==> src/rtl/btn_debounce_pkg.sv <==
// btn_debounce_pkg: FSM state encoding and default debounce length shared by the debouncer.
package btn_debounce_pkg;
  localparam int DEBOUNCE_CYCLES_DEFAULT = 16;
  typedef enum logic [1:0] {IDLE, PRESS_WAIT, PRESSED, RELEASE_WAIT} state_t;
endpackage

==> src/rtl/btn_debounce_sync_ff.sv <==
// sync_ff: STAGES-deep flop chain bringing an asynchronous input into the clock domain.
module sync_ff #(
  parameter int STAGES = 2
) (
  input  logic clock,
  input  logic reset,
  input  logic d,
  output logic q
);
  logic [STAGES-1:0] r_chain;
  always_ff @(posedge clock or negedge reset)
    if (!reset) r_chain <= '0;
    else r_chain <= {r_chain[STAGES-2:0], d};
  assign q = r_chain[STAGES-1];
endmodule

==> src/rtl/btn_debounce.sv <==
// btn_debounce: synchronizes and debounces a pushbutton, emitting one enable pulse per accepted press.
// Define BTN_DEBOUNCE_TOGGLE_EN to build the press-toggled enable_toggle flop; otherwise it is tied 0.
import btn_debounce_pkg::*;
module btn_debounce #(
  parameter int DEBOUNCE_CYCLES = DEBOUNCE_CYCLES_DEFAULT,
  parameter int SYNC_STAGES     = 2
) (
  input  logic clock,
  input  logic reset,
  input  logic btn_in,
  output logic enable,
  output logic btn_level,
  output logic enable_toggle
);
  localparam int CW = $clog2(DEBOUNCE_CYCLES);
  localparam logic [CW-1:0] CNT_MAX = CW'(DEBOUNCE_CYCLES - 1);
  logic w_sync;
  logic w_fire;
  logic [CW-1:0] w_cnt_next;
  state_t w_next;
  state_t r_state;
  logic [CW-1:0] r_cnt;
  logic r_enable;
  logic r_level;
  sync_ff #(.STAGES(SYNC_STAGES)) u_sync (
    .clock(clock),
    .reset(reset),
    .d    (btn_in),
    .q    (w_sync)
  );
  always_comb begin
    w_next = r_state;
    w_fire = 1'b0;
    case (r_state)
      IDLE:         w_next = w_sync ? PRESS_WAIT : IDLE;
      PRESS_WAIT:   begin
        w_next = !w_sync ? IDLE : (r_cnt == CNT_MAX) ? PRESSED : PRESS_WAIT;
        w_fire = w_sync && (r_cnt == CNT_MAX);
      end
      PRESSED:      w_next = w_sync ? PRESSED : RELEASE_WAIT;
      RELEASE_WAIT: w_next = w_sync ? PRESSED : (r_cnt == CNT_MAX) ? IDLE : RELEASE_WAIT;
      default:      w_next = IDLE;
    endcase
    // every state change restarts the count, so it can never wrap
    w_cnt_next = (w_next != r_state) ? '0 : r_cnt + CW'(1);
  end
  always_ff @(posedge clock or negedge reset)
    if (!reset) begin
      r_state  <= IDLE;
      r_cnt    <= '0;
      r_enable <= 1'b0;
      r_level  <= 1'b0;
    end else begin
      r_state  <= w_next;
      r_cnt    <= (w_next == PRESS_WAIT || w_next == RELEASE_WAIT) ? w_cnt_next : '0;
      r_enable <= w_fire;
      r_level  <= (w_next == PRESSED) || (w_next == RELEASE_WAIT);
    end
  assign enable    = r_enable;
  assign btn_level = r_level;
`ifdef BTN_DEBOUNCE_TOGGLE_EN
  logic r_toggle;
  always_ff @(posedge clock or negedge reset)
    if (!reset) r_toggle <= 1'b0;
    else if (r_enable) r_toggle <= ~r_toggle;
  assign enable_toggle = r_toggle;
`else
  assign enable_toggle = 1'b0;
`endif
endmodule

==> config.mk <==
export PLATFORM = sky130hd
export DESIGN_NAME = btn_debounce
export DESIGN_NICKNAME = d
export VERILOG_FILES = /design/src/rtl/btn_debounce_pkg.sv /design/src/rtl/btn_debounce_sync_ff.sv /design/src/rtl/btn_debounce.sv
export SDC_FILE = /design/constraint.sdc
export NUM_CORES = 1
export LEC_CHECK = 0
export CORE_AREA = 2 2 39 41
export DETAILED_ROUTE_END_ITERATION = 12
export DIE_AREA = 0 0 41 43
export PLACE_DENSITY_LB_ADDON = 0.1
export SLEW_MARGIN = 15
export SYNTH_ARGS = -nofsm -noshare
export SYNTH_HDL_FRONTEND = slang
export SYNTH_HIERARCHICAL = 1
export SYNTH_SLANG_ARGS = --single-unit
==> constraint.sdc <==
create_clock -name clock -period 1.8 [get_ports clock]
set_clock_uncertainty 0.1 [all_clocks]
set_input_delay 0.36 -clock clock [delete_from_list [all_inputs] [get_ports clock]]
set_output_delay 0.36 -clock clock [all_outputs]
set_load 0.05 [all_outputs]
==> reports/metrics.yaml <==
outcome:
  run_status: "finished, final reports clean"
synth:
  postSynthRegisterBits: 9
  ys_seq_area_frac: 0.612
  synth.cell_area_um2: 368
  syn-mean-instance-area_um2: 13.6
  post_synth_inst_count: 27
  synthDistinctLibCells: 14
  synth_nets: 31
  ys_warn_count: 6
detailed_routing:
  initialDrtViolationCount: 0
  wl_um: 503
  dr_total_vias: 206
  drt.antenna.violating_nets: 0
  drc: 0
  via_count_normalized_by_instance_count: 4.12
  detailedRoute.firstPassIterationCount: 1
  wl_per_cell_um: 10.1
critical_path:
  critical_path.n_buffers_inverters: 1
  cp.required_ps: 1340
  timing.critical_path.from: "btn_level"
  critPathTopFamily: "flip-flops"
  path_cells: "buf_4"
  cp_slowest_stage_delay_ps: 400
  critPathCapture: "btn_level"
  critical_path.startpoint_type: "register"
  worst-endpoint-arrival_ps: 870
  worst_path_fanout_max: 4
  regToRegStartpoint: "r_cnt[0]"
  reg2reg_to: "btn_level"
  r2r_setup_slack_ps: 490
  worstSetupPathType: "reg2out"
  ff2ff_path_depth: 3
  setup_crit_end_kind: "output pin"
  cp.depth: 1
  cp_slowest_cell: "dfrtp_1"
clock_network:
  htreeDepth: 1
  cts.hold.buffers_added: 0
  clockBufferDepth: 2
  post-cts-setup-buffers: 0
  post_cts_resized: 0
  clock_insertion_delay_worst_skew_ps: 250
  clock_tree_from_tritoncts: "built"
  cts-buffers-inserted: 3
  cts_root_buffer: "clkbuf_4"
  clk_pin_slew_worst_paths_ps: 60
  clkSinkCount: 9
sta:
  hold_violation_total_from_the_final_report: 0
  post_route_fraction_of_the_period_consumed_by_the_critical_path: 0.741
  max_frequency_ghz: 0.750
  finalWorstPathRequiredPeriod_ps: 1330
  finalHoldWorstSlack_ps: 250
  slew_viol_final: 0
  timing.final.setup_violations: 0
  fin_setup_tns_ps: 0
  rsz0062_at_grt: "false"
floorplanning:
  coreArea_mm2: 0.00138
  die_width_um: 41
  placement_rows: 14
  num_io_pins: 6
  die_h_um: 43
  fp.dieArea_mm2: 0.00176
  initial_core_util: 0.266
power:
  total_leakage_power_nw: 0.217
  vdd_drop_max_v: 0.000408
  power_per_cell_area_mw_per_mm2: 872
  p_total_mw: 0.385
placed_design:
  placer_congestion: 0.604
  hpwlAfterDp_um: 391
  buffer_ports.inserted: 4
grt:
  number_of_global_route_vias_before_repair: 232
  grt_pass1_wl_um: 952
  grt_use_total: 0.0865
  grt_start_max_net_pins: 10
  grt-ovfl-total: 0
  number_of_antenna_violations_at_the_first_check_in_global_routing: 0
layout:
  multiInputGateArea_um2: 131
  areaGrowthSynthToFinish_pct: 20.1
  antenna-diode-count: 0
  most-common-layout-cells: "dfrtp_1 (9), nor2_1 (4), clkbuf_4 (3)"
  seq_area_um2: 225
  design.final.nets: 39
  final_layout_size_suffix_gt1_frac: 0.235
  final.fill_count: 144
  final_common_cell: "dfrtp_1"
min_path:
  hold_path_class: "reg2reg"
job:
  drv_cap: 0
==> where the power goes <==
| group | internal [mW] | switching, mW |
|---|---|---|
| logic | 0.00893 | 0.0124 |
| registers | 0.208 | 0.00450 |
| clock network | 0.0852 | 0.0666 |
==> cell type report <==
class | count | area share
Sequential cell | 9 | 0.510
Clock buffer | 4 | 0.0595
Multi-Input combinational cell | 16 | 0.297
Inverter | 1 | 0.00850
Timing Repair Buffer | 4 | 0.0793
Tap cell | 16 | 0.0453
==> routing by layer <==
metal	track usage	wire, um	vias to the layer above
li1	-	-	103
met4	0.0400	0	0
met2	0.131	245	5
met5	0	0	-
met1	0.0839	225	98
met3	0.0628	32	0
==> worst min-delay path by stage <==
stage	start	endpoint	slack (ps)	cells after the start
6_report	u_sync/r_chain[0]	u_sync/r_chain[1]	250	0
4_1_cts	u_sync/r_chain[0]	u_sync/r_chain[1]	250	0
3_3_place_gp	u_sync/r_chain[0]	u_sync/r_chain[1]	230	0
5_1_grt	u_sync/r_chain[0]	u_sync/r_chain[1]	270	0
3_5_place_dp	u_sync/r_chain[0]	u_sync/r_chain[1]	240	0
2_1_floorplan	reset	btn_level	-40	0
==> cell usage after synthesis <==
library cell | number | area [um^2]
dfrtp_1 | 9 | 225
nor2_1 | 4 | 15.0
nand3_1 | 2 | 10.0
xnor2_1 | 2 | 17.5
a41oi_1 | 1 | 8.76
buf_4 | 1 | 7.51
conb_1 | 1 | 3.75
ha_1 | 1 | 12.5
inv_1 | 1 | 3.75
mux2_4 | 1 | 15.0
nand3b_4 | 1 | 20.0
nand4_2 | 1 | 12.5
nor3b_1 | 1 | 7.51
xor2_1 | 1 | 8.76
==> metrics by stage <==
stage	setup slack, ps	instance area (um^2)	util	std cells
finish	466	442	0.319	50
global route	404	442	0.319	50
CTS	460	442	0.319	50
detailed placement	492	415	0.300	46
global placement	512	415	0.300	46
floorplan	532	368	-	27
==> state kept, by name, summed over array words and instances, names as in the netlist <==
| name | flops |
|---|---|
| r_cnt | 4 |
| r_state | 1 |
| enable | 1 |
| u_sync/r_chain | 2 |
| btn_level | 1 |
==> cells by family (layout without fill, tap and decap cells) <==
| group | after synthesis | after routing | share of synthesized area |
|---|---|---|---|
| and+or+nand+nor | 9 | 9 | 0.177 |
| buffers and inverters | 2 | 9 | 0.0306 |
| other | 1 | 1 | 0.0102 |
| DFF | 9 | 9 | 0.612 |
| adders and majority gates | 1 | 1 | 0.0340 |
| AOI/OAI and AO/OA | 1 | 1 | 0.0238 |
| muxes | 1 | 1 | 0.0408 |
| xor gates and xnor gates | 3 | 3 | 0.0714 |
(Power assumes the default switching activity.)
